[src/rtl/hazard_ctrl_if.sv]
// Pipeline hazard control bus: ID/EX operand fields and instruction class in,
// stall/bubble/flush controls, MDU handshake and performance counters out.
interface hazard_ctrl_if #(
  parameter int CNT_W = 16
);
  logic [4:0]       id_rs1;
  logic [4:0]       id_rs2;
  logic             id_use_rs1;
  logic             id_use_rs2;
  logic [4:0]       ex_rd;
  logic             ex_reg_wr;
  logic             ex_is_load;
  logic             ex_is_mdu;
  logic             ex_branch_taken;
  logic             mdu_done;
  logic             mdu_start;
  logic             stall_if;
  logic             stall_id;
  logic             stall_ex;
  logic             bubble_ex;
  logic             flush_id;
  logic             flush_ex;
  logic             mdu_err;
  logic [CNT_W-1:0] stall_cnt;
  logic [CNT_W-1:0] flush_cnt;

  modport master (
    output id_rs1, id_rs2, id_use_rs1, id_use_rs2, ex_rd, ex_reg_wr,
           ex_is_load, ex_is_mdu, ex_branch_taken, mdu_done,
    input  mdu_start, stall_if, stall_id, stall_ex, bubble_ex,
           flush_id, flush_ex, mdu_err, stall_cnt, flush_cnt
  );

  modport slave (
    input  id_rs1, id_rs2, id_use_rs1, id_use_rs2, ex_rd, ex_reg_wr,
           ex_is_load, ex_is_mdu, ex_branch_taken, mdu_done,
    output mdu_start, stall_if, stall_id, stall_ex, bubble_ex,
           flush_id, flush_ex, mdu_err, stall_cnt, flush_cnt
  );
endinterface

[src/rtl/hazard_ctrl.sv]
// 5-stage pipeline sequencing controller: load-use interlock, MUL/DIV wait
// handshake with timeout, taken-branch flush, saturating stall/flush counters.
module hazard_ctrl #(
  parameter int CNT_W       = 16,
  parameter int MDU_TIMEOUT = 64
) (
  input logic         clk,
  input logic         rst_n,
  hazard_ctrl_if.slave hz
);

  localparam int WW = $clog2(MDU_TIMEOUT + 1);
  localparam logic [WW-1:0] TMO = WW'(MDU_TIMEOUT);

  localparam logic [0:0] RUN      = 1'b0;
  localparam logic [0:0] MDU_WAIT = 1'b1;

  logic [0:0]    state, state_nxt;
  logic [WW-1:0] wait_cnt, wait_nxt;
  logic          err_set;
  logic          load_use;
  logic          start, s_if, s_id, s_ex, bub, f_id, f_ex;

  assign load_use = hz.ex_is_load && hz.ex_reg_wr && (hz.ex_rd != 5'd0) &&
                    ((hz.id_use_rs1 && (hz.id_rs1 == hz.ex_rd)) ||
                     (hz.id_use_rs2 && (hz.id_rs2 == hz.ex_rd)));

  always_comb begin
    state_nxt = state;
    wait_nxt  = wait_cnt;
    err_set   = 1'b0;
    start     = 1'b0;
    s_if      = 1'b0;
    s_id      = 1'b0;
    s_ex      = 1'b0;
    bub       = 1'b0;
    f_id      = 1'b0;
    f_ex      = 1'b0;
    case (state)
      RUN: begin
        if (hz.ex_is_mdu) begin
          start     = 1'b1;
          s_if      = 1'b1;
          s_id      = 1'b1;
          s_ex      = 1'b1;
          state_nxt = MDU_WAIT;
          wait_nxt  = WW'(1);
        end else if (hz.ex_branch_taken) begin
          f_id = 1'b1;
          f_ex = 1'b1;
        end else if (load_use) begin
          s_if = 1'b1;
          bub  = 1'b1;
        end
      end
      default: begin
        // Release on done or timeout happens in the same cycle, so EX
        // captures the MDU result (or gives up) at the closing edge.
        if (hz.mdu_done) begin
          state_nxt = RUN;
          wait_nxt  = '0;
        end else if (wait_cnt == TMO) begin
          err_set   = 1'b1;
          state_nxt = RUN;
          wait_nxt  = '0;
        end else begin
          s_if     = 1'b1;
          s_id     = 1'b1;
          s_ex     = 1'b1;
          wait_nxt = wait_cnt + 1'b1;
        end
      end
    endcase
  end

  // Decoded controls are forced low while reset is held.
  always_comb begin
    hz.mdu_start = rst_n & start;
    hz.stall_if  = rst_n & s_if;
    hz.stall_id  = rst_n & s_id;
    hz.stall_ex  = rst_n & s_ex;
    hz.bubble_ex = rst_n & bub;
    hz.flush_id  = rst_n & f_id;
    hz.flush_ex  = rst_n & f_ex;
  end

  always_ff @(posedge clk or negedge rst_n) begin
    if (!rst_n) begin
      state        <= RUN;
      wait_cnt     <= '0;
      hz.mdu_err   <= 1'b0;
      hz.stall_cnt <= '0;
      hz.flush_cnt <= '0;
    end else begin
      state    <= state_nxt;
      wait_cnt <= wait_nxt;
      if (err_set)
        hz.mdu_err <= 1'b1;
      if (s_if && (hz.stall_cnt != '1))
        hz.stall_cnt <= hz.stall_cnt + 1'b1;
      if (f_ex && (hz.flush_cnt != '1))
        hz.flush_cnt <= hz.flush_cnt + 1'b1;
    end
  end

endmodule

[src/flat_wrapper.sv]
// flat-port wrapper written by rule: the top's interface ports become plain ports
module hazard_ctrl_flat 
#(
  parameter int CNT_W       = 16,
  parameter int MDU_TIMEOUT = 64
)
  (clk, rst_n, hz_id_rs1, hz_id_rs2, hz_id_use_rs1, hz_id_use_rs2, hz_ex_rd, hz_ex_reg_wr, hz_ex_is_load, hz_ex_is_mdu, hz_ex_branch_taken, hz_mdu_done, hz_mdu_start, hz_stall_if, hz_stall_id, hz_stall_ex, hz_bubble_ex, hz_flush_id, hz_flush_ex, hz_mdu_err, hz_stall_cnt, hz_flush_cnt);
  hazard_ctrl_if #(.CNT_W(CNT_W)) hz_i ();
  input logic clk;
  input logic rst_n;
  input wire logic [$bits(hz_i.id_rs1)-1:0] hz_id_rs1;
  input wire logic [$bits(hz_i.id_rs2)-1:0] hz_id_rs2;
  input wire logic [$bits(hz_i.id_use_rs1)-1:0] hz_id_use_rs1;
  input wire logic [$bits(hz_i.id_use_rs2)-1:0] hz_id_use_rs2;
  input wire logic [$bits(hz_i.ex_rd)-1:0] hz_ex_rd;
  input wire logic [$bits(hz_i.ex_reg_wr)-1:0] hz_ex_reg_wr;
  input wire logic [$bits(hz_i.ex_is_load)-1:0] hz_ex_is_load;
  input wire logic [$bits(hz_i.ex_is_mdu)-1:0] hz_ex_is_mdu;
  input wire logic [$bits(hz_i.ex_branch_taken)-1:0] hz_ex_branch_taken;
  input wire logic [$bits(hz_i.mdu_done)-1:0] hz_mdu_done;
  output wire logic [$bits(hz_i.mdu_start)-1:0] hz_mdu_start;
  output wire logic [$bits(hz_i.stall_if)-1:0] hz_stall_if;
  output wire logic [$bits(hz_i.stall_id)-1:0] hz_stall_id;
  output wire logic [$bits(hz_i.stall_ex)-1:0] hz_stall_ex;
  output wire logic [$bits(hz_i.bubble_ex)-1:0] hz_bubble_ex;
  output wire logic [$bits(hz_i.flush_id)-1:0] hz_flush_id;
  output wire logic [$bits(hz_i.flush_ex)-1:0] hz_flush_ex;
  output wire logic [$bits(hz_i.mdu_err)-1:0] hz_mdu_err;
  output wire logic [$bits(hz_i.stall_cnt)-1:0] hz_stall_cnt;
  output wire logic [$bits(hz_i.flush_cnt)-1:0] hz_flush_cnt;
  assign hz_i.id_rs1 = hz_id_rs1;
  assign hz_i.id_rs2 = hz_id_rs2;
  assign hz_i.id_use_rs1 = hz_id_use_rs1;
  assign hz_i.id_use_rs2 = hz_id_use_rs2;
  assign hz_i.ex_rd = hz_ex_rd;
  assign hz_i.ex_reg_wr = hz_ex_reg_wr;
  assign hz_i.ex_is_load = hz_ex_is_load;
  assign hz_i.ex_is_mdu = hz_ex_is_mdu;
  assign hz_i.ex_branch_taken = hz_ex_branch_taken;
  assign hz_i.mdu_done = hz_mdu_done;
  assign hz_mdu_start = hz_i.mdu_start;
  assign hz_stall_if = hz_i.stall_if;
  assign hz_stall_id = hz_i.stall_id;
  assign hz_stall_ex = hz_i.stall_ex;
  assign hz_bubble_ex = hz_i.bubble_ex;
  assign hz_flush_id = hz_i.flush_id;
  assign hz_flush_ex = hz_i.flush_ex;
  assign hz_mdu_err = hz_i.mdu_err;
  assign hz_stall_cnt = hz_i.stall_cnt;
  assign hz_flush_cnt = hz_i.flush_cnt;
  hazard_ctrl #(.CNT_W(CNT_W), .MDU_TIMEOUT(MDU_TIMEOUT)) u_core (.clk(clk), .rst_n(rst_n), .hz(hz_i));
endmodule
[config.mk]
export PLATFORM = sky130hd
export DESIGN_NAME = hazard_ctrl_flat
export DESIGN_NICKNAME = d
export VERILOG_FILES = /design/src/rtl/hazard_ctrl_if.sv /design/src/rtl/hazard_ctrl.sv /design/src/flat_wrapper.sv
export SDC_FILE = /design/constraint.sdc
export NUM_CORES = 1
export LEC_CHECK = 0
export ABC_AREA = 0
export BUFFER_PORTS_ARGS = -buffer_cell sky130_fd_sc_hd__buf_2
export CORE_ASPECT_RATIO = 1.2
export CORE_MARGIN = 3
export CORE_UTILIZATION = 50
export DETAILED_ROUTE_END_ITERATION = 7
export PLACE_DENSITY = 0.77
export SLEW_MARGIN = 40
export SYNTH_ARGS = -nofsm -noshare
export SYNTH_HDL_FRONTEND = slang
export SYNTH_SLANG_ARGS = --single-unit
[constraint.sdc]
create_clock -name clk -period 5.7 [get_ports clk]
set_clock_uncertainty 0.1 [all_clocks]
set_input_delay 1.14 -clock clk [delete_from_list [all_inputs] [get_ports clk]]
set_output_delay 1.14 -clock clk [all_outputs]
set_load 0.01 [all_outputs]
== Word level (Yosys, flattened, before mapping) ==
Cells that the tools add are included.

* Register bits: 41
* Input bits: 24
* Output and inout bits: 40
* Word-level logic and storage cells: 49

* Add/subtract/negate cells: 3
* Equality and inequality tests: 5
* Mux-type cells: 21
* Bitwise gates (word level): 5
* Reductions and logical operators: 10

{| class="wikitable"
|+ Operator list
! operator !! count
|-
| 16-bit by 1-bit adder with 16-bit output, second input constant || 2
|-
| 16-bit != test, second input constant || 2
|-
| 7-bit two-way mux || 4
|-
| 1-bit two-way mux || 17
|-
| 5-bit equality test || 2
|-
| 7-bit by 1-bit adder with 7-bit output, second input constant || 1
|-
| 7-bit equality test, second input constant || 1
|-
| 1-bit logical AND || 7
|-
| 1-bit AND || 5
|-
| 5-bit nonzero test || 1
|-
| 2-bit nonzero test || 1
|-
| 1-bit logical OR || 1
|}

== Logic depth before layout (Yosys ltp) ==
Gate-level depths: netlist of the first run.

* Depth in word-level cells: 9
* Depth in mapped cells: 9
* Depth with buffers taken out: 8

== Worst setup path after synthesis of the first run ==
No wires, ideal clock.

* Kind: input port to output port
* Start point: in hz_ex_rd[1]
* End point: out hz_stall_if
* Arrival: 2,149 ps
* Required time: 4,460 ps
* Slack: 2,311 ps
* Cell stages on the path: 6
* Path through: xnor2_1 nand4_1 o22ai_1 a31oi_4 buf_6 nor2b_1

* Word-level cells in the longest chain between the ends: 9
* Elaborated cells between the ends (all ways): 13
* Classes of those cells: eq/ne: 2; mux: 4; bitwise: 1; reduce/logical: 6

{| class="wikitable"
|+ Ends and longest elaborated chain
! what !! line !! RTL
|-
| start, declared || flat_wrapper.sv:15 || <nowiki>input wire logic [$bits(hz_i.ex_rd)-1:0] hz_ex_rd;</nowiki>
|-
| 5-bit equality test (on tied branches) || hazard_ctrl.sv:25, hazard_ctrl.sv:26 ||
|-
| 1-bit logical AND (on tied branches) || hazard_ctrl.sv:25, hazard_ctrl.sv:26 ||
|-
| 1-bit logical OR || hazard_ctrl.sv:25 || <nowiki>((hz.id_use_rs1 && (hz.id_rs1 == hz.ex_rd)) ||</nowiki>
|-
| 1-bit logical AND * || hazard_ctrl.sv:24 || <nowiki>assign load_use = hz.ex_is_load && hz.ex_reg_wr && (hz.ex_rd != 5'd0) &&</nowiki>
|-
| 1-bit two-way mux * || hazard_ctrl.sv:51 || <nowiki>end else if (load_use) begin</nowiki>
|-
| 1-bit two-way mux * || hazard_ctrl.sv:48 || <nowiki>end else if (hz.ex_branch_taken) begin</nowiki>
|-
| 1-bit two-way mux * || hazard_ctrl.sv:41 || <nowiki>if (hz.ex_is_mdu) begin</nowiki>
|-
| 1-bit two-way mux * || hazard_ctrl.sv:39 || <nowiki>case (state)</nowiki>
|-
| 1-bit AND * || hazard_ctrl.sv:79 || <nowiki>hz.stall_if = rst_n & s_if;</nowiki>
|-
| end, declared || flat_wrapper.sv:22 || <nowiki>output wire logic [$bits(hz_i.stall_if)-1:0] hz_stall_if;</nowiki>
|}

Mark *: on every way between the ends. The rest lies on a longest branch, timed or not.

== Worst setup path in the final report of the first run ==
* Start point: reg u_core.wait_cnt[1]
* End point: out hz_stall_if

* Word-level cells in the longest chain between the ends: 5

{| class="wikitable"
|+ Ends and longest elaborated chain
! what !! line !! RTL
|-
| start, declared || hazard_ctrl.sv:19 || <nowiki>logic [WW-1:0] wait_cnt, wait_nxt;</nowiki>
|-
| start signal, assigned || hazard_ctrl.sv:96 || <nowiki>wait_cnt <= wait_nxt;</nowiki>
|-
| 7-bit equality test || hazard_ctrl.sv:62 || <nowiki>end else if (wait_cnt == TMO) begin</nowiki>
|-
| 1-bit two-way mux || hazard_ctrl.sv:62 ||
|-
| 1-bit two-way mux || hazard_ctrl.sv:59 || <nowiki>if (hz.mdu_done) begin</nowiki>
|-
| 1-bit two-way mux || hazard_ctrl.sv:39 ||
|-
| 1-bit AND || hazard_ctrl.sv:79 ||
|}

Every way passes these cells.

==> results_tabular.tex, run 1 <==
\begin{tabular}{lr}
\hline
Metric & Value \\
\hline
\multicolumn{2}{l}{\textbf{Logic synthesis}} \\
\quad Flip-flop and latch count after synthesis & 41 \\
\quad Proportion of netlist area held by the largest area contributor & 0.4617 \\
\quad Number of flops mapped to enable cells by yosys & 0 \\
\quad Cells taking the most area after synthesis & sky130\_fd\_sc\_hd\_\_dfrtp\_1, sky130\_fd\_sc\_hd\_\_xor2\_1, sky130\_fd\_sc\_hd\_\_xnor2\_1 \\
\quad Leading area contributor after synthesis & sky130\_fd\_sc\_hd\_\_dfrtp\_1 \\
\quad Primary FF master, synth & sky130\_fd\_sc\_hd\_\_dfrtp\_1 \\
\quad Unique masters post-synth & 44 \\
\quad Async S/R FF share, synth & 1.000 \\
\quad Area of the mapped netlist & 0.002222 mm² \\
\quad Count of yosys warnings during synthesis & 0 \\
\quad Cells after Synth & 213 \\
\quad Mean Syn Cell Area & 10.43 µm² \\
\quad Post-synthesis net count & 241 \\
\quad Sequential fraction of the synthesis area & 0.4617 \\
\multicolumn{2}{l}{\textbf{Detailed routing}} \\
\quad Drt first-iter violations & 190 \\
\quad Average vias per placed instance & 5.461 \\
\quad Total iterations of the first detailed-routing run & 6 \\
\quad Routed via count & 1824 \\
\quad Routed length per placed instance & 13.97 µm \\
\quad Final wirelength & 4666 µm \\
\quad Detail Route Antenna Nets & 0 \\
\quad DRC errors left & 0 \\
\multicolumn{2}{l}{\textbf{Worst setup path}} \\
\quad Crit-path leading delay family & compound AO/OA/AOI/OAI gates \\
\quad Worst Path Required & 4.46 ns \\
\quad Arrival time of data at the critical path endpoint & 2.42 ns \\
\quad R2r setup slk & 3.16 ns \\
\quad CP endpoint kind & output pin \\
\quad Worst Path Class, Setup & reg -> out \\
\quad Critical-path top delay cell & sky130\_fd\_sc\_hd\_\_o41ai\_4 \\
\quad CP Buf/Inv Count & 2 \\
\quad Highest net fanout along the worst path & 16 \\
\quad Delay contributed by the slowest stage of the critical path & 0.51 ns \\
\quad Ordered cell list for the critical path & inv\_1 > ha\_1 > nand2b\_4 > o41ai\_4 > o21ai\_2 > a31oi\_4 > nor2b\_1 > buf\_2 \\
\quad Startpoint Class & flip-flop \\
\multicolumn{2}{l}{\textbf{Clocking}} \\
\quad Root Buffer & sky130\_fd\_sc\_hd\_\_clkbuf\_8 \\
\quad Resized Gates After CTS & 0 \\
\quad TritonCTS clock tree & yes \\
\quad Clock latency at the later pin of the worst-skew pair & 0.29 ns \\
\quad Buffers from clock root to sink, at most & 2 \\
\quad H-tree depth & 2 \\
\quad Clock edge transition at the registers on the reported setup and hold paths & 0.08 ns \\
\quad Number of buffers created by CTS & 5 \\
\quad Post-CTS Setup Inserts & 0 \\
\quad Clk sink count & 41 \\
\quad Number of buffers inserted for hold repair after clock tree synthesis & 0 \\
\multicolumn{2}{l}{\textbf{Status}} \\
\quad Run status & finished clean \\
\multicolumn{2}{l}{\textbf{Timing}} \\
\quad Post-route worst hold slack & 0.3818 ns \\
\quad Transition time at the pin with the least slew margin & 0.5791 ns \\
\quad Hold violation total from the final report & 0 \\
\quad Setup repair after global routing missed its margin & false \\
\quad Final slew viol count & 0 \\
\quad Setup-failing EPs final & 0 \\
\quad Worst max-slew margin expressed relative to the limit & 0.6127 \\
\quad Final cycle utilization of the critical path & 0.6421 \\
\quad Sum of negative setup slack & 0 ns \\
\quad Maximum operating frequency & 0.2732 GHz \\
\quad Min cycle time layout & 3.660 ns \\
\multicolumn{2}{l}{\textbf{Job}} \\
\quad Max cap viols & 0 \\
\multicolumn{2}{l}{\textbf{Die}} \\
\quad Boundary Pins & 64 \\
\quad Die Height & 79.03 µm \\
\quad Std cell rows & 25 \\
\quad Die X-Extent & 66.86 µm \\
\quad Starting utilization of the core area & 0.5423 \\
\quad Floorplan Core Area & 0.004098 mm² \\
\quad Overall die area & 0.005283 mm² \\
\multicolumn{2}{l}{\textbf{Global routing}} \\
\quad Number of global-route vias before repair & 1787 \\
\quad Maximum number of pins on one net before global-route repair & 29 \\
\quad GR Overflow Total & 0 \\
\quad Number of antenna violations at the first check in global routing & 0 \\
\quad Wire length of the first global-routing pass & 8148 µm \\
\quad Total GRT Usage & 0.1965 \\
\multicolumn{2}{l}{\textbf{Place}} \\
\quad Gp weighted congestion & 0.8400 \\
\quad Placement Cell Area & 0.002579 mm² \\
\quad Count of buffers inserted at the top-level ports & 63 \\
\quad Final HPWL DP & 3491 µm \\
\multicolumn{2}{l}{\textbf{Power}} \\
\quad Power share of the combinational group & 0.245 \\
\quad Switching component of the power & 268.1 µW \\
\quad Peak supply drop & 0.1705 mV \\
\quad Switching share of power & 0.3149 \\
\quad Power per standard cell area & 315.2 mW/mm² \\
\quad Clock network fraction of design power & 0.280 \\
\quad Static leakage power & 0.001295 µW \\
\quad Cell internal pwr & 583.4 µW \\
\quad Proportion of power drawn by flip-flops and latches & 0.476 \\
\multicolumn{2}{l}{\textbf{Cells and area}} \\
\quad Number of diodes added for antenna fixing & 0 \\
\quad Share of layout cells above drive strength 1 & 0.2964 \\
\quad Final Instance Area & 0.002701 mm² \\
\quad Relative area change from synthesis to final layout & 21.57\% \\
\quad \# nets final & 307 \\
\quad Filler cells & 338 \\
\multicolumn{2}{l}{\textbf{Min path}} \\
\quad Tightest Hold Check Type & reg -> reg \\
\hline
\end{tabular}
## flip-flops by register name, summed over array words and instances, names as in the netlist
register,cells
u_core.state,1
u_core.hz.flush_cnt,16
u_core.hz.stall_cnt,16
u_core.hz.mdu_err,1
u_core.wait_cnt,7
## path summary, 6_finish.rpt
| kind | startpoint | end | cells past startpoint |
|---|---|---|---|
| min reg2reg | u_core.hz.mdu_err | u_core.hz.mdu_err | 1 |
| min | u_core.hz.mdu_err | u_core.hz.mdu_err | 1 |
| max in group asynchronous | rst_n | u_core.hz.stall_cnt[2] | 2 |
| max reg2reg | u_core.wait_cnt[1] | u_core.hz.stall_cnt[1] | 8 |
| max | u_core.wait_cnt[1] | hz_stall_if | 8 |
| min in group asynchronous | rst_n | u_core.wait_cnt[4] | 1 |
## Yosys cell counts, types with 4 or more instances
master,count
sky130_fd_sc_hd__dfrtp_1,41
sky130_fd_sc_hd__xor2_1,21
sky130_fd_sc_hd__nand2_1,18
sky130_fd_sc_hd__xnor2_1,18
sky130_fd_sc_hd__nand4_1,12
sky130_fd_sc_hd__nor2_1,12
sky130_fd_sc_hd__nand3_1,10
sky130_fd_sc_hd__and3_1,7
sky130_fd_sc_hd__nor3_1,7
sky130_fd_sc_hd__o21ai_0,7
sky130_fd_sc_hd__inv_1,6
sky130_fd_sc_hd__ha_1,4
sky130_fd_sc_hd__nor3b_1,4
## cells in the final DEF (no fill, tap or decap), types with 2 or more instances in the layout
cell type and instances:
sky130_fd_sc_hd__buf_2 63, sky130_fd_sc_hd__dfrtp_1 41, sky130_fd_sc_hd__xor2_1 21, sky130_fd_sc_hd__xnor2_1 18, sky130_fd_sc_hd__nand2_1 18, sky130_fd_sc_hd__nand4_1 12
sky130_fd_sc_hd__nor2_1 12, sky130_fd_sc_hd__nand3_1 10, sky130_fd_sc_hd__and3_1 7, sky130_fd_sc_hd__nor3_1 7, sky130_fd_sc_hd__o21ai_0 7, sky130_fd_sc_hd__inv_1 6
sky130_fd_sc_hd__clkbuf_8 6, sky130_fd_sc_hd__nor3b_1 4, sky130_fd_sc_hd__ha_1 4, sky130_fd_sc_hd__nand2b_1 3, sky130_fd_sc_hd__and4_1 3, sky130_fd_sc_hd__nor4_1 3
sky130_fd_sc_hd__o31ai_1 3, sky130_fd_sc_hd__o22ai_1 2, sky130_fd_sc_hd__a211oi_1 2, sky130_fd_sc_hd__nor2b_1 2, sky130_fd_sc_hd__nor4_2 2, sky130_fd_sc_hd__nor4b_1 2
sky130_fd_sc_hd__or4_1 2
## stage by stage
stage,setup slack (ns),power [µW],cells,util
after CTS,2.015,860.9,334,0.6577
after floorplan,2.311,532.3,213,-
after global placement,2.073,614.4,326,0.6293
after detailed placement,2.032,620.5,326,0.6293
final,2.040,851.5,334,0.6592
after global routing,1.848,909.3,334,0.6592
## final cells by class
| type | count | area, µm² | share of cell area |
|---|---|---|---|
| inverter | 6 | 22.52 | 0.008337 |
| multi-input combinational | 161 | 1146 | 0.4243 |
| tap | 54 | 67.56 | 0.02501 |
| timing repair buffer | 64 | 322.8 | 0.1195 |
| clock buffer | 7 | 86.33 | 0.03196 |
| clock inverter | 1 | 30.03 | 0.01112 |
| sequential | 41 | 1026 | 0.3798 |
## metal layers
metal  up-vias  GRT usage  routed length, µm
li1        886          -                  -
met1       879     0.2479               1959
met2        51     0.3294               2403
met3         8    0.05233                243
met4         0    0.05274                 59
met5         -          0                  0
## power by group through the flow
stage | Clock (µW) | Combinational [µW] | Sequential (µW)
3_3_place_gp | 0 | 206 | 409
6_report | 238 | 208 | 405
2_1_floorplan | 0 | 116 | 416
5_1_grt | 261 | 233 | 415
3_5_place_dp | 0 | 212 | 409
4_1_cts | 244 | 212 | 404
## kinds of logic after synthesis
| group | Yosys count | share of synthesized area |
|---|---|---|
| and+or+nand+nor | 94 | 0.2444 |
| DFF | 41 | 0.4617 |
| xor gates and xnor gates | 39 | 0.1537 |
| AOI/OAI and AO/OA | 22 | 0.08052 |
| buffers and inverters | 11 | 0.02533 |
| adders and majority gates | 4 | 0.02252 |
| muxes | 2 | 0.01182 |
Note: power is estimated with default switching activity, not from simulation.
==> run 2: changes to the inputs <==
Settings changed: CORE_UTILIZATION 50 to 47, PLACE_DENSITY 0.77 to 0.76.
Clock period 5.7 ns to 3 ns, I/O delays scaled along.
==> run 2 against run 1 <==
Net effect: via count is 0.55% higher; count of clock-buffer cells in the layout down 2; die area up 5.9%; sequential power up 91%; sequential cell count unchanged; total power rose by 78%; worst setup slack worse by 1.6 ns; first-iteration DRC count is 47% lower; largest cell class unchanged; critical endpoint unchanged; combinational power rose by 99%; global-route usage is 0.35 points lower; non-clock buffer count is 6 higher; largest power group unchanged.
==> results_tabular.tex, run 2 (synthesized netlist as in run 1, its figures left out) <==
\begin{tabular}{lr}
\hline
Metric & Value \\
\hline
\multicolumn{2}{l}{\textbf{Die}} \\
\quad Overall die area & 0.005593 mm² \\
\quad Die Height & 81.33 µm \\
\quad Starting utilization of the core area & 0.5060 \\
\quad Floorplan Core Area & 0.004392 mm² \\
\quad Boundary Pins & 64 \\
\quad Std cell rows & 26 \\
\quad Die X-Extent & 68.77 µm \\
\multicolumn{2}{l}{\textbf{Cells and area}} \\
\quad FF/Latch Area & 0.001026 mm² \\
\quad Share of layout cells above drive strength 1 & 0.3099 \\
\quad Filler cells & 372 \\
\quad Largest registers in the final layout & u\_core.hz.flush\_cnt x16, u\_core.hz.stall\_cnt x16, u\_core.wait\_cnt x7 \\
\quad Number of diodes added for antenna fixing & 0 \\
\quad Commonest cells after routing, fill and taps aside & sky130\_fd\_sc\_hd\_\_buf\_2, sky130\_fd\_sc\_hd\_\_dfrtp\_1, sky130\_fd\_sc\_hd\_\_xor2\_1, sky130\_fd\_sc\_hd\_\_xnor2\_1, sky130\_fd\_sc\_hd\_\_nand2\_1 \\
\quad Final Instance Area & 0.002700 mm² \\
\quad Filler-free cell count of the finished design & 340 \\
\quad Relative area change from synthesis to final layout & 21.51\% \\
\quad Combined area of the multi-input logic cells & 0.001140 mm² \\
\quad Leading cell type in the layout, fill and taps excluded & sky130\_fd\_sc\_hd\_\_buf\_2 \\
\quad \# nets final & 313 \\
\multicolumn{2}{l}{\textbf{Power}} \\
\quad Power per standard cell area & 561.6 mW/mm² \\
\quad Clock network fraction of design power & 0.219 \\
\quad Proportion of power drawn by flip-flops and latches & 0.509 \\
\quad Cell internal pwr & 1002 µW \\
\quad Power share of the combinational group & 0.272 \\
\quad Static leakage power & 0.001297 µW \\
\quad Switching share of power & 0.3395 \\
\quad Peak supply drop & 0.3920 mV \\
\quad Switching component of the power & 514.7 µW \\
\multicolumn{2}{l}{\textbf{Clocking}} \\
\quad Buffers from clock root to sink, at most & 2 \\
\quad TritonCTS clock tree & yes \\
\quad Resized Gates After CTS & 0 \\
\quad Root Buffer & sky130\_fd\_sc\_hd\_\_clkbuf\_8 \\
\quad Clock edge transition at the registers on the reported setup and hold paths & 0.07 ns \\
\quad H-tree depth & 2 \\
\quad Clock latency at the later pin of the worst-skew pair & 0.29 ns \\
\quad Number of buffers created by CTS & 5 \\
\quad Clk sink count & 41 \\
\multicolumn{2}{l}{\textbf{Timing}} \\
\quad Final cycle utilization of the critical path & 0.8668 \\
\quad Setup-failing EPs final & 0 \\
\quad Transition time at the pin with the least slew margin & 0.4765 ns \\
\quad Maximum operating frequency & 0.3845 GHz \\
\quad Setup repair after global routing missed its margin & false \\
\quad Hold violation total from the final report & 0 \\
\quad Worst max-slew margin expressed relative to the limit & 0.6804 \\
\quad Sum of negative setup slack & 0 ns \\
\quad Final slew viol count & 0 \\
\quad Min cycle time layout & 2.601 ns \\
\multicolumn{2}{l}{\textbf{Worst setup path}} \\
\quad R2r setup slk & 0.78 ns \\
\quad Capturing point of the worst reg2reg path & u\_core.hz.flush\_cnt[11] \\
\quad Beginning of the critical path & u\_core.wait\_cnt[0] \\
\quad CP endpoint kind & output pin \\
\quad Destination of the critical timing path & hz\_stall\_if \\
\quad Highest net fanout along the worst path & 5 \\
\quad Worst-case reg-to-reg path depth & 7 \\
\quad Worst Path Class, Setup & reg -> out \\
\quad Startpoint Class & flip-flop \\
\quad Worst reg2reg path startpoint & u\_core.hz.flush\_cnt[0] \\
\quad Worst Path Required & 2.30 ns \\
\quad Arrival time of data at the critical path endpoint & 1.90 ns \\
\multicolumn{2}{l}{\textbf{Detailed routing}} \\
\quad Drt first-iter violations & 100 \\
\quad Routed length per placed instance & 14.34 µm \\
\quad Routed via count & 1834 \\
\quad Total iterations of the first detailed-routing run & 4 \\
\quad Final wirelength & 4876 µm \\
\quad DRC errors left & 0 \\
\quad Average vias per placed instance & 5.394 \\
\quad Detail Route Antenna Nets & 0 \\
\multicolumn{2}{l}{\textbf{Status}} \\
\quad Run status & finished clean \\
\multicolumn{2}{l}{\textbf{Place}} \\
\quad Placement Cell Area & 0.002604 mm² \\
\quad Placed cell count & 331 \\
\quad Final HPWL DP & 3741 µm \\
\quad Count of buffers inserted at the top-level ports & 63 \\
\quad Gp weighted congestion & 0.8438 \\
\multicolumn{2}{l}{\textbf{Global routing}} \\
\quad Total GRT Usage & 0.1930 \\
\quad Wire length of the first global-routing pass & 8107 µm \\
\quad Number of antenna violations at the first check in global routing & 0 \\
\quad Maximum number of pins on one net before global-route repair & 21 \\
\quad GR Overflow Total & 0 \\
\quad Number of global-route vias before repair & 1738 \\
\multicolumn{2}{l}{\textbf{Job}} \\
\quad Max cap viols & 0 \\
\multicolumn{2}{l}{\textbf{Min path}} \\
\quad Tightest Hold Check Type & in -> async \\
\hline
\end{tabular}
==> run 2: worst min-delay path by stage <==
stage                                 start                endpoint
final                                 rst_n  u_core.hz.flush_cnt[2]
after global routing                  rst_n  u_core.hz.flush_cnt[2]
after CTS                             rst_n  u_core.hz.flush_cnt[1]
after detailed placement  u_core.hz.mdu_err       u_core.hz.mdu_err
after global placement    u_core.hz.mdu_err       u_core.hz.mdu_err
after floorplan                       rst_n  u_core.hz.flush_cnt[0]
==> run 2: final cells by class <==
cell class / count / share of cell area
Clock buffer: 5 / 0.02549
Clock inverter: 1 / 0.001854
Inverter: 6 / 0.008341
Multi-Input combinational cell: 161 / 0.4221
Sequential cell: 41 / 0.3800
Tap cell: 56 / 0.02595
Timing Repair Buffer: 70 / 0.1362
==> run 2: per-stage QoR <==
| step | worst slack (ns) | hold slack [ns] | util | total power (µW) |
|---|---|---|---|---|
| 6_report | 0.3995 | 0.06067 | 0.6148 | 1516 |
| 3_3_place_gp | 0.4546 | 0.3605 | 0.5929 | 1174 |
| 5_1_grt | 0.2852 | 0.05278 | 0.6148 | 1625 |
| 3_5_place_dp | 0.4286 | 0.3637 | 0.5929 | 1193 |
| 4_1_cts | 0.1082 | 0.05865 | 0.6097 | 1524 |
| 2_1_floorplan | 0.5246 | 0.2044 | - | 1011 |
==> run 2: power groups by stage <==
stage / Combinational, µW / Clock (µW) / Sequential [µW]
5_1_grt: 462 / 373 / 790
4_1_cts: 413 / 340 / 771
6_report: 413 / 332 / 772
3_3_place_gp: 397 / 0 / 777
2_1_floorplan: 220 / 0 / 791
3_5_place_dp: 412 / 0 / 780
==> run 2: worst max-delay path, cell delays in order (launching register included) <==
cell	delay (ns)
sky130_fd_sc_hd__dfrtp_1	0.41
sky130_fd_sc_hd__inv_1	0.08
sky130_fd_sc_hd__ha_1	0.19
sky130_fd_sc_hd__nand2b_4	0.07
sky130_fd_sc_hd__o41ai_4	0.31
sky130_fd_sc_hd__o21ai_2	0.13
sky130_fd_sc_hd__a31oi_4	0.21
sky130_fd_sc_hd__nor2b_1	0.06
sky130_fd_sc_hd__buf_2	0.14
==> run 2: metal layers <==
metal,share of wire,track usage,vias up,routed length [µm]
met3,0.047,0.05256,2,229
met1,0.41,0.2363,886,1984
li1,-,-,898,-
met4,0.0035,0.04678,0,17
met5,0,0,-,0
met2,0.54,0.3324,48,2645
==> run 2: timing repair <==
action / in CTS / in global routing
setup buffers: 0 / 3
hold buffers: 0 / 0
setup endpoints to repair: 0 / 1
==> run 3: changes to the inputs <==
Settings changed: GPL_TIMING_DRIVEN set to 0.
==> run 3 against run 2 <==
Net effect: die area unchanged; critical path depth up 1; core utilization unchanged; global-route usage down 1.2 points; sequential power down 1%; sequential share of layout area unchanged; count of clock-buffer cells in the layout up 1; first-iteration DRC count unchanged; clock power up 5%; worst hold slack better by 0.12 ns; critical endpoint unchanged; largest cell class unchanged; largest power group unchanged.
==> results_tabular.tex, run 3 (synthesized netlist as in run 1, its figures left out) <==
\begin{tabular}{lr}
\hline
Metric & Value \\
\hline
\multicolumn{2}{l}{\textbf{Worst setup path}} \\
\quad Startpoint Class & flip-flop \\
\quad Ordered cell list for the critical path & inv\_1 > ha\_1 > nand2b\_4 > o41ai\_4 > o21ai\_2 > a31oi\_4 > buf\_6 > nor2b\_1 > buf\_2 \\
\quad Critical-path top delay cell & sky130\_fd\_sc\_hd\_\_dfrtp\_1 \\
\quad Worst Path Required & 2.30 ns \\
\quad Arrival time of data at the critical path endpoint & 2.13 ns \\
\quad Worst Path Class, Setup & reg -> out \\
\quad Delay contributed by the slowest stage of the critical path & 0.43 ns \\
\quad Highest net fanout along the worst path & 10 \\
\quad CP endpoint kind & output pin \\
\quad Worst-case reg-to-reg path depth & 7 \\
\multicolumn{2}{l}{\textbf{Clocking}} \\
\quad Clk sink count & 41 \\
\quad H-tree depth & 2 \\
\quad Buffers from clock root to sink, at most & 2 \\
\quad TritonCTS clock tree & yes \\
\quad Post-CTS Setup Inserts & 1 \\
\quad Clock edge transition at the registers on the reported setup and hold paths & 0.08 ns \\
\quad Root Buffer & sky130\_fd\_sc\_hd\_\_clkbuf\_8 \\
\quad Number of buffers inserted for hold repair after clock tree synthesis & 0 \\
\quad Resized Gates After CTS & 0 \\
\quad Number of buffers created by CTS & 5 \\
\quad Clock latency at the later pin of the worst-skew pair & 0.29 ns \\
\multicolumn{2}{l}{\textbf{Detailed routing}} \\
\quad Total iterations of the first detailed-routing run & 4 \\
\quad Routed length per placed instance & 13.60 µm \\
\quad Final wirelength & 4639 µm \\
\quad Average vias per placed instance & 5.270 \\
\quad Routed via count & 1797 \\
\quad DRC errors left & 0 \\
\quad Drt first-iter violations & 100 \\
\quad Detail Route Antenna Nets & 0 \\
\multicolumn{2}{l}{\textbf{Global routing}} \\
\quad Number of antenna violations at the first check in global routing & 0 \\
\quad Wire length of the first global-routing pass & 7638 µm \\
\quad Total GRT Usage & 0.1812 \\
\quad Number of global-route vias before repair & 1686 \\
\quad Maximum number of pins on one net before global-route repair & 47 \\
\quad GR Overflow Total & 0 \\
\multicolumn{2}{l}{\textbf{Die}} \\
\quad Floorplan Core Area & 0.004392 mm² \\
\quad Die X-Extent & 68.77 µm \\
\quad Overall die area & 0.005593 mm² \\
\quad Std cell rows & 26 \\
\quad Boundary Pins & 64 \\
\quad Starting utilization of the core area & 0.5060 \\
\quad Die Height & 81.33 µm \\
\multicolumn{2}{l}{\textbf{Timing}} \\
\quad Setup repair after global routing missed its margin & false \\
\quad Min cycle time layout & 2.826 ns \\
\quad Transition time at the pin with the least slew margin & 0.5225 ns \\
\quad Setup-failing EPs final & 0 \\
\quad Worst max-slew margin expressed relative to the limit & 0.6517 \\
\quad Hold violation total from the final report & 0 \\
\quad Final slew viol count & 0 \\
\quad Maximum operating frequency & 0.3539 GHz \\
\quad Final cycle utilization of the critical path & 0.9419 \\
\quad Sum of negative setup slack & 0 ns \\
\multicolumn{2}{l}{\textbf{Power}} \\
\quad Peak supply drop & 0.3541 mV \\
\quad Switching component of the power & 518.8 µW \\
\quad Switching share of power & 0.3401 \\
\quad Power share of the combinational group & 0.272 \\
\quad Cell internal pwr & 1007 µW \\
\quad Proportion of power drawn by flip-flops and latches & 0.500 \\
\quad Power consumption & 1525 µW \\
\quad Power per standard cell area & 564.9 mW/mm² \\
\quad Clock network fraction of design power & 0.228 \\
\quad Static leakage power & 0.001292 µW \\
\multicolumn{2}{l}{\textbf{Min path}} \\
\quad Tightest Hold Check Type & in -> async \\
\multicolumn{2}{l}{\textbf{Job}} \\
\quad Max cap viols & 0 \\
\multicolumn{2}{l}{\textbf{Cells and area}} \\
\quad Number of diodes added for antenna fixing & 0 \\
\quad \# nets final & 312 \\
\quad Filler-free cell count of the finished design & 341 \\
\quad FF/Latch Area & 0.001026 mm² \\
\quad Combined area of the multi-input logic cells & 0.001140 mm² \\
\quad Largest registers in the final layout & u\_core.hz.flush\_cnt x16, u\_core.hz.stall\_cnt x16, u\_core.wait\_cnt x7 \\
\quad Filler cells & 381 \\
\quad Leading cell type in the layout, fill and taps excluded & sky130\_fd\_sc\_hd\_\_buf\_2 \\
\quad Commonest cells after routing, fill and taps aside & sky130\_fd\_sc\_hd\_\_buf\_2, sky130\_fd\_sc\_hd\_\_dfrtp\_1, sky130\_fd\_sc\_hd\_\_xor2\_1, sky130\_fd\_sc\_hd\_\_xnor2\_1, sky130\_fd\_sc\_hd\_\_nand2\_1 \\
\quad Relative area change from synthesis to final layout & 21.51\% \\
\quad Share of layout cells above drive strength 1 & 0.3018 \\
\multicolumn{2}{l}{\textbf{Place}} \\
\quad Final HPWL DP & 3449 µm \\
\quad Placed cell count & 332 \\
\quad Count of buffers inserted at the top-level ports & 63 \\
\quad Gp weighted congestion & 0.9043 \\
\multicolumn{2}{l}{\textbf{Status}} \\
\quad Run status & finished clean \\
\hline
\end{tabular}
-- run 3: changes by cell type in the layout (fill, tap and decap cells not counted) --
cell and change:
sky130_fd_sc_hd__buf_6 +1, sky130_fd_sc_hd__clkinv_2 +1, sky130_fd_sc_hd__buf_2 -1, sky130_fd_sc_hd__buf_4 -3, sky130_fd_sc_hd__buf_1 +1, sky130_fd_sc_hd__clkbuf_1 +2
-- run 3: cell type report --
| type | instances | share of cell area |
|---|---|---|
| Clock inverter | 2 | 0.003707 |
| Clock buffer | 6 | 0.02688 |
| Tap cell | 56 | 0.02595 |
| Inverter | 6 | 0.008341 |
| Multi-Input combinational cell | 161 | 0.4221 |
| Timing Repair Buffer | 64 | 0.1205 |
| Buffer | 5 | 0.01251 |
| Sequential cell | 41 | 0.3800 |
-- run 3: layer usage --
layer,GRT usage,routed length [µm],vias to the layer above
li1,-,-,901
met1,0.2218,1992,846
met2,0.3047,2366,43
met3,0.04564,191,7
met4,0.06433,89,0
met5,0,0,-
-- run 3: worst paths after layout --
| check | from | endpoint | slack (ns) |
|---|---|---|---|
| max in group asynchronous | rst_n | u_core.hz.stall_cnt[3] | 2.25 |
| hold / removal | rst_n | u_core.hz.stall_cnt[9] | 0.18 |
| min in group clk | u_core.hz.mdu_err | u_core.hz.mdu_err | 0.38 |
| setup / recovery | u_core.wait_cnt[0] | hz_stall_if | 0.17 |
| hold reg to reg | u_core.hz.mdu_err | u_core.hz.mdu_err | 0.38 |
| setup reg to reg | u_core.hz.stall_cnt[0] | u_core.hz.stall_cnt[2] | 0.66 |
-- run 3: critical path, delay by kind of cell (launching register included) --
family	cells	cell delay, ns
DFF	1	0.43
and+or+nand+nor	2	0.12
AOI/OAI and AO/OA	3	0.69
buffers and inverters	3	0.41
adders and majority gates	1	0.19
-- run 3: power groups by stage --
stage | logic [µW] | registers (µW) | clock network (µW)
after floorplan | 220 | 791 | 0
after global routing | 468 | 779 | 391
after global placement | 411 | 766 | 0
after detailed placement | 418 | 769 | 0
after CTS | 422 | 760 | 360
final | 415 | 762 | 348
-- run 3: metrics by stage --
step | utilization | area (µm²) | worst slack (ns) | hold slack [ns]
2_1_floorplan | - | 2222 | 0.5246 | 0.2044
3_3_place_gp | 0.5937 | 2608 | 0.1785 | 0.3571
3_5_place_dp | 0.5943 | 2610 | 0.1701 | 0.3672
4_1_cts | 0.6148 | 2700 | 0.1452 | 0.2017
5_1_grt | 0.6148 | 2700 | 0.02496 | 0.2167
6_report | 0.6148 | 2700 | 0.1744 | 0.1839
